## config.mk

```make
export PLATFORM = sky130hd
export DESIGN_NAME = m2_block_mover_flat
export DESIGN_NICKNAME = d
export VERILOG_FILES = /design/src/rtl/m2_pkg.sv /design/src/rtl/m2_block_mover_if.sv /design/src/rtl/m2_addr_gen.sv /design/src/rtl/m2_block_mover.sv /design/src/flat_wrapper.sv
export SDC_FILE = /design/constraint.sdc
export NUM_CORES = 1
export LEC_CHECK = 0
export CORE_UTILIZATION = 37
export CTS_CLUSTER_DIAMETER = 80
export CTS_CLUSTER_SIZE = 20
export DETAILED_ROUTE_END_ITERATION = 7
export PLACE_DENSITY_LB_ADDON = 0.2
export SLEW_MARGIN = 20
export SYNTH_ARGS = -nofsm -noshare
export SYNTH_HDL_FRONTEND = slang
export SYNTH_SLANG_ARGS = --single-unit
```

## constraint.sdc

```tcl
create_clock -name CLOCK_50_I -period 4.8 [get_ports CLOCK_50_I]
set_clock_uncertainty 0.05 [all_clocks]
set_input_delay 0.96 -clock CLOCK_50_I [delete_from_list [all_inputs] [get_ports CLOCK_50_I]]
set_output_delay 0.96 -clock CLOCK_50_I [all_outputs]
set_load 0.05 [all_outputs]
```

## src/rtl/m2_pkg.sv

```systemverilog
`default_nettype none
// ============================================================================
// Module   : m2_pkg
// Purpose  : Shared types and constants for the Milestone 2 block mover:
//            FSM state encoding, command encodings, SRAM segment bases,
//            index pipe entry and the 8-bit pixel clip helper.
// Revision : 1.0 - initial release
// ============================================================================
package m2_pkg;

    typedef enum logic [2:0] {
        S_IDLE    = 3'd0,
        S_F_ISSUE = 3'd1,
        S_F_DRAIN = 3'd2,
        S_W_RUN   = 3'd3,
        S_W_FLUSH = 3'd4,
        S_DONE    = 3'd5
    } m2_mover_state_type;

    // Command encodings
    localparam logic       MODE_FETCH = 1'b0;
    localparam logic       MODE_WRITE = 1'b1;
    localparam logic [1:0] SEG_Y      = 2'd0;
    localparam logic [1:0] SEG_U      = 2'd1;
    localparam logic [1:0] SEG_V      = 2'd2;

    // Segment bases (word addresses)
    localparam int unsigned PRE_BASE = 76800;
    localparam int unsigned YUV_BASE = 0;
    localparam logic [17:0] PRE_Y = 18'(PRE_BASE);
    localparam logic [17:0] PRE_U = 18'(PRE_BASE + 76800);
    localparam logic [17:0] PRE_V = 18'(PRE_BASE + 115200);
    localparam logic [17:0] YUV_Y = 18'(YUV_BASE);
    localparam logic [17:0] YUV_U = 18'(YUV_BASE + 38400);
    localparam logic [17:0] YUV_V = 18'(YUV_BASE + 57600);

    // Legal block coordinate limits
    localparam logic [5:0] BCOL_MAX_Y  = 6'd39;
    localparam logic [5:0] BCOL_MAX_UV = 6'd19;
    localparam logic [4:0] BROW_MAX    = 5'd29;

    // One stage of the delayed index pipe
    typedef struct packed {
        logic       vld;
        logic [5:0] idx;
    } m2_pipe_type;

    // Saturate a signed IDCT result into an unsigned 8-bit pixel
    function automatic logic [7:0] clip8(input logic signed [31:0] v);
        if (v < 32'sd0)
            return 8'd0;
        else if (v > 32'sd255)
            return 8'hFF;
        else
            return v[7:0];
    endfunction

endpackage
`default_nettype wire

```

## src/rtl/m2_block_mover_if.sv

```systemverilog
`default_nettype none
// ============================================================================
// Module   : m2_block_mover_if
// Purpose  : Command, SRAM and DP-RAM signals of the block mover. The mover
//            is the master; the command source / memories form the slave.
// Revision : 1.0 - initial release
// ============================================================================
interface m2_block_mover_if;
    import m2_pkg::*;

    logic        start;
    logic        mode;
    logic [1:0]  seg;
    logic [5:0]  bcol;
    logic [4:0]  brow;
    logic        busy;
    logic        done;
    logic [17:0] SRAM_address;
    logic        SRAM_we_n;
    logic [15:0] SRAM_write_data;
    logic [15:0] SRAM_read_data;
    logic [6:0]  dp_address;
    logic        dp_wren;
    logic [31:0] dp_write_data;
    logic [31:0] dp_read_data;

    modport master (
        input  start, mode, seg, bcol, brow, SRAM_read_data, dp_read_data,
        output busy, done, SRAM_address, SRAM_we_n, SRAM_write_data,
               dp_address, dp_wren, dp_write_data
    );

    modport slave (
        output start, mode, seg, bcol, brow, SRAM_read_data, dp_read_data,
        input  busy, done, SRAM_address, SRAM_we_n, SRAM_write_data,
               dp_address, dp_wren, dp_write_data
    );
endinterface
`default_nettype wire

```

## src/rtl/m2_addr_gen.sv

```systemverilog
`default_nettype none
// ============================================================================
// Module   : m2_addr_gen
// Purpose  : Combinational SRAM word address for element (r,c) of block
//            (bcol,brow) in the chosen segment. FETCH addresses the pre-IDCT
//            area (1 coeff/word), WRITE the YUV area (2 pixels/word).
// Revision : 1.0 - initial release
// ============================================================================
module m2_addr_gen
    import m2_pkg::*;
(
    input  wire        mode,
    input  wire  [1:0] seg,
    input  wire  [5:0] bcol,
    input  wire  [4:0] brow,
    input  wire  [2:0] r,
    input  wire  [2:0] c,
    output logic [17:0] addr
);

    logic [17:0] w_row;
    logic [17:0] w_row_off;
    logic [17:0] w_col;
    logic [17:0] w_base;

    // Base + row*W + column; W is 320/160/80, built from two shifts
    always_comb begin
        w_row     = {10'd0, brow, r};
        w_base    = '0;
        w_row_off = '0;
        w_col     = '0;
        if (mode == MODE_FETCH) begin
            w_col = {9'd0, bcol, c};
            case (seg)
                SEG_Y: begin
                    w_base    = PRE_Y;
                    w_row_off = (w_row << 8) + (w_row << 6);
                end
                SEG_U: begin
                    w_base    = PRE_U;
                    w_row_off = (w_row << 7) + (w_row << 5);
                end
                default: begin
                    w_base    = PRE_V;
                    w_row_off = (w_row << 7) + (w_row << 5);
                end
            endcase
        end else begin
            w_col = {10'd0, bcol, c[2:1]};
            case (seg)
                SEG_Y: begin
                    w_base    = YUV_Y;
                    w_row_off = (w_row << 7) + (w_row << 5);
                end
                SEG_U: begin
                    w_base    = YUV_U;
                    w_row_off = (w_row << 6) + (w_row << 4);
                end
                default: begin
                    w_base    = YUV_V;
                    w_row_off = (w_row << 6) + (w_row << 4);
                end
            endcase
        end
        addr = w_base + w_row_off + w_col;
    end

endmodule
`default_nettype wire

```

## src/rtl/m2_block_mover.sv

```systemverilog
`default_nettype none
// ============================================================================
// Module   : m2_block_mover
// Purpose  : Moves 8x8 blocks between SRAM and the Milestone 2 DP-RAM.
//            FETCH copies 64 coefficients SRAM -> DP-RAM; WRITE clips 64
//            IDCT results, packs pixel pairs and stores them to Y/U/V.
// Revision : 1.0 - initial release
// ============================================================================
module m2_block_mover
    import m2_pkg::*;
#(
    parameter int SRAM_RD_LAT = 3
) (
    input  wire                CLOCK_50_I,
    input  wire                resetn,
    m2_block_mover_if.master   bus
);

    localparam logic [5:0] c_last_idx   = 6'd63;
    localparam logic [5:0] c_drain_last = 6'(SRAM_RD_LAT - 1);

    m2_mover_state_type r_state;
    m2_mover_state_type w_state_nxt;
    logic [5:0]  r_cnt;
    logic [5:0]  w_cnt_nxt;
    logic        r_mode;
    logic [1:0]  r_seg;
    logic [5:0]  r_bcol;
    logic [4:0]  r_brow;
    m2_pipe_type r_pipe [SRAM_RD_LAT];
    logic [7:0]  r_even;

    logic        w_legal;
    logic        w_issue;
    logic        w_fwr;
    logic        w_pix_vld;
    logic        w_swr;
    logic [7:0]  w_pix;
    logic [5:0]  w_ag_idx;
    logic [17:0] w_ag_addr;

    assign w_legal = (bus.seg != 2'd3) && (bus.brow <= BROW_MAX) &&
                     (bus.bcol <= ((bus.seg == SEG_Y) ? BCOL_MAX_Y : BCOL_MAX_UV));
    assign w_issue   = (r_state == S_F_ISSUE) || (r_state == S_W_RUN);
    // FETCH: the read issued SRAM_RD_LAT cycles ago is landing now
    assign w_fwr     = r_pipe[SRAM_RD_LAT-1].vld && (r_mode == MODE_FETCH) &&
                       ((r_state == S_F_ISSUE) || (r_state == S_F_DRAIN));
    // WRITE: DP-RAM data for last cycle's address is on dp_read_data
    assign w_pix_vld = r_pipe[0].vld && (r_mode == MODE_WRITE) &&
                       ((r_state == S_W_RUN) || (r_state == S_W_FLUSH));
    assign w_swr     = w_pix_vld && r_pipe[0].idx[0];
    assign w_pix     = clip8(bus.dp_read_data);
    assign w_ag_idx  = (r_state == S_F_ISSUE) ? r_cnt : r_pipe[0].idx;

    m2_addr_gen u_addr_gen (
        .mode (r_mode),
        .seg  (r_seg),
        .bcol (r_bcol),
        .brow (r_brow),
        .r    (w_ag_idx[5:3]),
        .c    (w_ag_idx[2:0]),
        .addr (w_ag_addr)
    );

    // State and element counter; reset forces S_IDLE even mid-block
    always_ff @(posedge CLOCK_50_I or negedge resetn) begin
        if (!resetn) begin
            r_state <= S_IDLE;
            r_cnt   <= '0;
        end else begin
            r_state <= w_state_nxt;
            r_cnt   <= w_cnt_nxt;
        end
    end

    // Next state, counter and all bus outputs
    always_comb begin
        w_state_nxt         = r_state;
        w_cnt_nxt           = r_cnt;
        bus.busy            = 1'b0;
        bus.done            = 1'b0;
        bus.SRAM_address    = '0;
        bus.SRAM_we_n       = 1'b1;
        bus.SRAM_write_data = '0;
        bus.dp_address      = '0;
        bus.dp_wren         = 1'b0;
        bus.dp_write_data   = '0;
        case (r_state)
            S_IDLE: begin
                if (bus.start) begin
                    w_cnt_nxt = '0;
                    if (!w_legal)
                        w_state_nxt = S_DONE;
                    else if (bus.mode == MODE_WRITE)
                        w_state_nxt = S_W_RUN;
                    else
                        w_state_nxt = S_F_ISSUE;
                end
            end
            S_F_ISSUE: begin
                w_cnt_nxt = r_cnt + 6'd1;
                if (r_cnt == c_last_idx) begin
                    w_state_nxt = S_F_DRAIN;
                    w_cnt_nxt   = '0;
                end
            end
            S_F_DRAIN: begin
                w_cnt_nxt = r_cnt + 6'd1;
                if (r_cnt == c_drain_last) begin
                    w_state_nxt = S_DONE;
                    w_cnt_nxt   = '0;
                end
            end
            S_W_RUN: begin
                w_cnt_nxt = r_cnt + 6'd1;
                if (r_cnt == c_last_idx) begin
                    w_state_nxt = S_W_FLUSH;
                    w_cnt_nxt   = '0;
                end
            end
            S_W_FLUSH: w_state_nxt = S_DONE;
            S_DONE:    w_state_nxt = S_IDLE;
            default:   w_state_nxt = S_IDLE;
        endcase

        bus.busy = (r_state == S_F_ISSUE) || (r_state == S_F_DRAIN) ||
                   (r_state == S_W_RUN)   || (r_state == S_W_FLUSH);
        bus.done = (r_state == S_DONE);

        if (r_state == S_F_ISSUE)
            bus.SRAM_address = w_ag_addr;
        else if (w_swr) begin
            bus.SRAM_address    = w_ag_addr;
            bus.SRAM_we_n       = 1'b0;
            bus.SRAM_write_data = {r_even, w_pix};
        end

        if (r_state == S_W_RUN)
            bus.dp_address = {1'b0, r_cnt};
        else if (w_fwr) begin
            bus.dp_address    = {1'b0, r_pipe[SRAM_RD_LAT-1].idx};
            bus.dp_wren       = 1'b1;
            bus.dp_write_data = {{16{bus.SRAM_read_data[15]}}, bus.SRAM_read_data};
        end
    end

    // Latch the command when start is accepted
    always_ff @(posedge CLOCK_50_I or negedge resetn) begin
        if (!resetn) begin
            r_mode <= 1'b0;
            r_seg  <= '0;
            r_bcol <= '0;
            r_brow <= '0;
        end else if ((r_state == S_IDLE) && bus.start) begin
            r_mode <= bus.mode;
            r_seg  <= bus.seg;
            r_bcol <= bus.bcol;
            r_brow <= bus.brow;
        end
    end

    // Delayed index pipe: remembers which element each access belonged to
    always_ff @(posedge CLOCK_50_I or negedge resetn) begin
        if (!resetn) begin
            for (int i = 0; i < SRAM_RD_LAT; i++)
                r_pipe[i] <= '0;
        end else begin
            r_pipe[0] <= {w_issue, r_cnt};
            for (int i = 1; i < SRAM_RD_LAT; i++)
                r_pipe[i] <= r_pipe[i-1];
        end
    end

    // Hold the even-column pixel until its odd partner arrives
    always_ff @(posedge CLOCK_50_I or negedge resetn) begin
        if (!resetn)
            r_even <= '0;
        else if (w_pix_vld && !r_pipe[0].idx[0])
            r_even <= w_pix;
    end

endmodule
`default_nettype wire

```

## src/flat_wrapper.sv

```systemverilog
// flat-port wrapper written by rule: the top's interface ports become plain ports
module m2_block_mover_flat import m2_pkg::*;
#(
    parameter int SRAM_RD_LAT = 3
)
  (CLOCK_50_I, resetn, bus_start, bus_mode, bus_seg, bus_bcol, bus_brow, bus_SRAM_read_data, bus_dp_read_data, bus_busy, bus_done, bus_SRAM_address, bus_SRAM_we_n, bus_SRAM_write_data, bus_dp_address, bus_dp_wren, bus_dp_write_data);
  m2_block_mover_if bus_i ();
  input  wire CLOCK_50_I;
  input  wire resetn;
  input wire logic [$bits(bus_i.start)-1:0] bus_start;
  input wire logic [$bits(bus_i.mode)-1:0] bus_mode;
  input wire logic [$bits(bus_i.seg)-1:0] bus_seg;
  input wire logic [$bits(bus_i.bcol)-1:0] bus_bcol;
  input wire logic [$bits(bus_i.brow)-1:0] bus_brow;
  input wire logic [$bits(bus_i.SRAM_read_data)-1:0] bus_SRAM_read_data;
  input wire logic [$bits(bus_i.dp_read_data)-1:0] bus_dp_read_data;
  output wire logic [$bits(bus_i.busy)-1:0] bus_busy;
  output wire logic [$bits(bus_i.done)-1:0] bus_done;
  output wire logic [$bits(bus_i.SRAM_address)-1:0] bus_SRAM_address;
  output wire logic [$bits(bus_i.SRAM_we_n)-1:0] bus_SRAM_we_n;
  output wire logic [$bits(bus_i.SRAM_write_data)-1:0] bus_SRAM_write_data;
  output wire logic [$bits(bus_i.dp_address)-1:0] bus_dp_address;
  output wire logic [$bits(bus_i.dp_wren)-1:0] bus_dp_wren;
  output wire logic [$bits(bus_i.dp_write_data)-1:0] bus_dp_write_data;
  assign bus_i.start = bus_start;
  assign bus_i.mode = bus_mode;
  assign bus_i.seg = bus_seg;
  assign bus_i.bcol = bus_bcol;
  assign bus_i.brow = bus_brow;
  assign bus_i.SRAM_read_data = bus_SRAM_read_data;
  assign bus_i.dp_read_data = bus_dp_read_data;
  assign bus_busy = bus_i.busy;
  assign bus_done = bus_i.done;
  assign bus_SRAM_address = bus_i.SRAM_address;
  assign bus_SRAM_we_n = bus_i.SRAM_we_n;
  assign bus_SRAM_write_data = bus_i.SRAM_write_data;
  assign bus_dp_address = bus_i.dp_address;
  assign bus_dp_wren = bus_i.dp_wren;
  assign bus_dp_write_data = bus_i.dp_write_data;
  m2_block_mover #(.SRAM_RD_LAT(SRAM_RD_LAT)) u_core (.CLOCK_50_I(CLOCK_50_I), .resetn(resetn), .bus(bus_i));
endmodule
```

==> flow_summary_export.csv <==
group,metric,value,unit
timing,setup_ws,-0.6665,ns
place,dp_cells,759,
min_path,hold_class,"flip-flop to flip-flop",
global_route,grt.overflow.total,0,
clocking,cts.hold.buffers_added,0,
yosys,synth.distinct_cells,64,
worst_setup_path,crit_path_frequent_cell,"o21ai_2",
finish,area_growth,56.16,%
yosys,synthArstFlopShare,1.000,
finish,fin_cells,776,
routing,ant_nets,0,
worst_setup_path,crit_start,"u_core.r_state[2]",
timing,hold_viol,0,
job,maxCapViolCount,0,
clocking,cts_buffer_depth,2,
yosys,synthTopCellsByArea,"dfrtp_1, ha_1, mux2_2, nor2_1, and2_1",
worst_setup_path,crit_buf_inv,3,
finish,antennaDiodeCount,0,
clocking,cts_tree,"yes",
routing,vias,3938,
clocking,clkSlewWorstSetupHoldPaths,0.07,ns
worst_setup_path,start_kind,"flip-flop",
global_route,grt_max_degree,53,
worst_setup_path,crit_arrival,4.46,ns
place,finalWeightedCongestion,0.8350,
timing,period_share,1.139,
worst_setup_path,slowest_stage,"fa_1",
yosys,syn_area,4264,µm²
pwr,seq_power_share,0.247,
clocking,clk_latency,0.29,ns
routing,viasPerCell,5.075,
clocking,root_buffer,"clkbuf_16",
timing,worst_hold_slack,0.3011,ns
pwr,total_power,1.827,mW
yosys,ys_seq_area_frac,0.3052,
worst_setup_path,reg2reg_setup_slack,2.63,ns
clocking,numCtsBuffers,5,
outcome,violations,"setup timing",
timing,tightestPinTransition,1.040,ns
place,dp_hpwl,8901,µm
pwr,leakagePower,2.860,nW
die,core,11030,µm²
finish,n_fill_cell,947,
global_route,grt_pass1_wl,18060,µm
worst_setup_path,end_kind,"primary output",
timing,slew_headroom,0.3039,
yosys,synthFlopType,"dfrtp_1",
routing,drt_iter0_markers,113,
routing,drt_pass1_iterations,4,
yosys,synth_seq_cells,52,
die,die_h,109.4,µm
worst_setup_path,criticalPathCategory,"flip-flop to primary output",
die,fp.dieW,109.4,µm
die,rows,38,
routing,drt-wirelength-per-cell,14.61,µm
die,dieArea,11960,µm²
worst_setup_path,required,3.79,ns
yosys,synth_edf_count,0,
place,port_buffers,140,
finish,final_core_util,0.6037,
yosys,synth_top_area_frac,0.3052,
timing,drv_slew,0,
min_path,hp-start,"u_core.r_pipe[11]",
worst_setup_path,worstPathMaxFanout,4,
timing,rsz0062_at_grt,"yes",
worst_setup_path,slowest_delay,0.57,ns
pwr,comb_power_share,0.529,
global_route,grt_pass1_vias,3890,
yosys,syn_nets,575,
timing,setup_viol,10,
pwr,swShare,0.3712,
pwr,power_switching,678.2,µW
timing,finalSetupTns,-4.103,ns
pwr,p_int,1.149,mW
outcome,outcome,"finished with violations",
timing,finalCriticalPeriod,5.466,ns
pwr,p_per_area,274.4,nW/µm²
pwr,clkPwrFrac,0.224,
yosys,synth_cells,473,
yosys,syn_avg_cell_area,9.015,µm²
finish,layout-drive-gt1-share,0.2484,
yosys,synth_area_leader_cell,"dfrtp_1",
worst_setup_path,crit_chain,"nand2b_4 > nor2_8 > mux2_4 > ha_4 > inv_2 > fa_2 > buf_4 > xnor2_2 > nand2_1 > o21ai_2 > nand2_1 > o21ai_2 > fa_1 > ha_4 > o21a_1 > o31a_1 > or3_4 > a41oi_4 > o21ai_2 > mux2i_4 > buf_12",
global_route,antenna_found_initial,0,
timing,max_freq,182.9,MHz
routing,wirelength,11340,µm
worst_setup_path,timing.rr.start,"u_core.r_state[1]",
die,initial_utilization,0.3866,
routing,drc_errors,0,
yosys,ys_warn_count,0,
worst_setup_path,cp_top_family,"adder cells",
finish,multiInputGateArea,3025,µm²
pwr,ir_drop,0.2452,mV
global_route,grtUsageTotal,0.1910,
clocking,h-tree-depth,2,
finish,fin_nets,737,
clocking,clock_sinks,52,
die,io_pins,142,
finish,seq_area,1301,µm²
==> through the flow <==
step | setup WS, ns | cell area [µm²]
2_1_floorplan | -0.4004 | 4436
3_3_place_gp | -0.2559 | 6195
3_5_place_dp | -0.3487 | 6195
4_1_cts | -0.5856 | 6455
5_1_grt | -0.8730 | 6659
6_report | -0.6665 | 6659
==> cells in the mapped netlist, types with 4 or more instances <==
library cell	instances
dfrtp_1	52
nor2_1	49
o21ai_0	35
ha_1	34
nand2_1	34
and2_1	28
a21oi_1	19
buf_4	19
inv_1	17
mux2_2	17
mux2i_1	12
clkbuf_1	10
nor2b_1	9
xnor2_1	9
a22o_1	8
nor4_1	8
a211oi_1	7
nand2b_1	7
a21o_1	6
and3_1	6
nand3_1	6
xor2_1	6
buf_2	4
buf_6	4
o21a_1	4
or2_2	4
==> repair_timing <==
action	4_1_cts	5_1_grt
endpoints found under the hold margin	0	0
resized for setup	19	23
buffers inserted	2	7
cloned	0	0
setup endpoints to repair	9	10
pin swaps	12	23
==> power groups by stage <==
stage | registers [mW] | clock network, mW | logic [mW]
3_5_place_dp | 0.460 | 0 | 0.892
2_1_floorplan | 0.458 | 0 | 0.527
3_3_place_gp | 0.459 | 0 | 0.882
4_1_cts | 0.451 | 0.421 | 0.923
6_report | 0.452 | 0.409 | 0.967
5_1_grt | 0.453 | 0.434 | 1.03
==> path summary, 6_finish.rpt <==
path | endpoint | depth (start not counted)
max | bus_SRAM_address[17] | 21
min | u_core.r_pipe[4] | 0
max reg2reg | u_core.r_brow[3] | 3
min reg2reg | u_core.r_pipe[4] | 0
max in group asynchronous | u_core.r_cnt[4] | 2
min in group asynchronous | u_core.r_pipe[8] | 2
==> cell usage in the layout, fill, tap and decap left out, types with 4 or more instances in the layout <==
master,count
nor2_1,42
buf_4,51
mux2i_1,8
dfrtp_1,52
a21oi_1,15
buf_12,12
o21ai_2,5
mux2_2,16
ha_4,8
clkdlybuf4s50_1,127
or2_2,4
o21a_1,4
o21ai_0,23
a211oi_1,5
nand2_1,32
ha_1,26
and2_1,27
nor4_1,8
nor2b_1,7
o21ai_1,9
inv_1,16
a21oi_2,5
a21o_1,6
nand2b_1,6
and3_1,5
nand3_1,6
nor2_4,6
a22o_1,8
clkbuf_16,5
xnor2_2,4
xnor2_1,5
==> cells by family after synthesis <==
logic type,share of synthesized area
AND/OR/NAND/NOR,0.2303
AO/OA/AOI/OAI,0.1643
buffers and inverters,0.07365
flip-flops,0.3052
adder cells (fa/ha/maj),0.1139
multiplexers,0.08099
XOR/XNOR,0.03081
other,0.0008794
==> area by class of cell <==
class	instances	area share
inverters	17	0.009583
clock buffers	5	0.01879
well taps	140	0.02631
flip-flops and latches	52	0.1954
repair buffers	193	0.2886
clock inverters	3	0.006952
multi-input cells	366	0.4543
==> routing by layer <==
| metal | GRT usage | vias up | routed length (µm) | share of wire |
|---|---|---|---|---|
| li1 | - | 1974 | - | - |
| met1 | 0.2316 | 1867 | 4843 | 0.43 |
| met2 | 0.3401 | 84 | 5685 | 0.50 |
| met3 | 0.05098 | 13 | 656 | 0.058 |
| met4 | 0.03714 | 0 | 151 | 0.013 |
| met5 | 0 | - | 0 | 0 |
==> state kept, by name (all words and copies together), names as in the netlist <==
register and cells:
u_core.r_pipe 21, u_core.r_even 8, u_core.r_bcol 6, u_core.r_cnt 6
u_core.r_brow 5, u_core.r_state 3, u_core.r_seg 2, u_core.r_mode 1
Note: power is estimated with default switching activity, not from simulation.
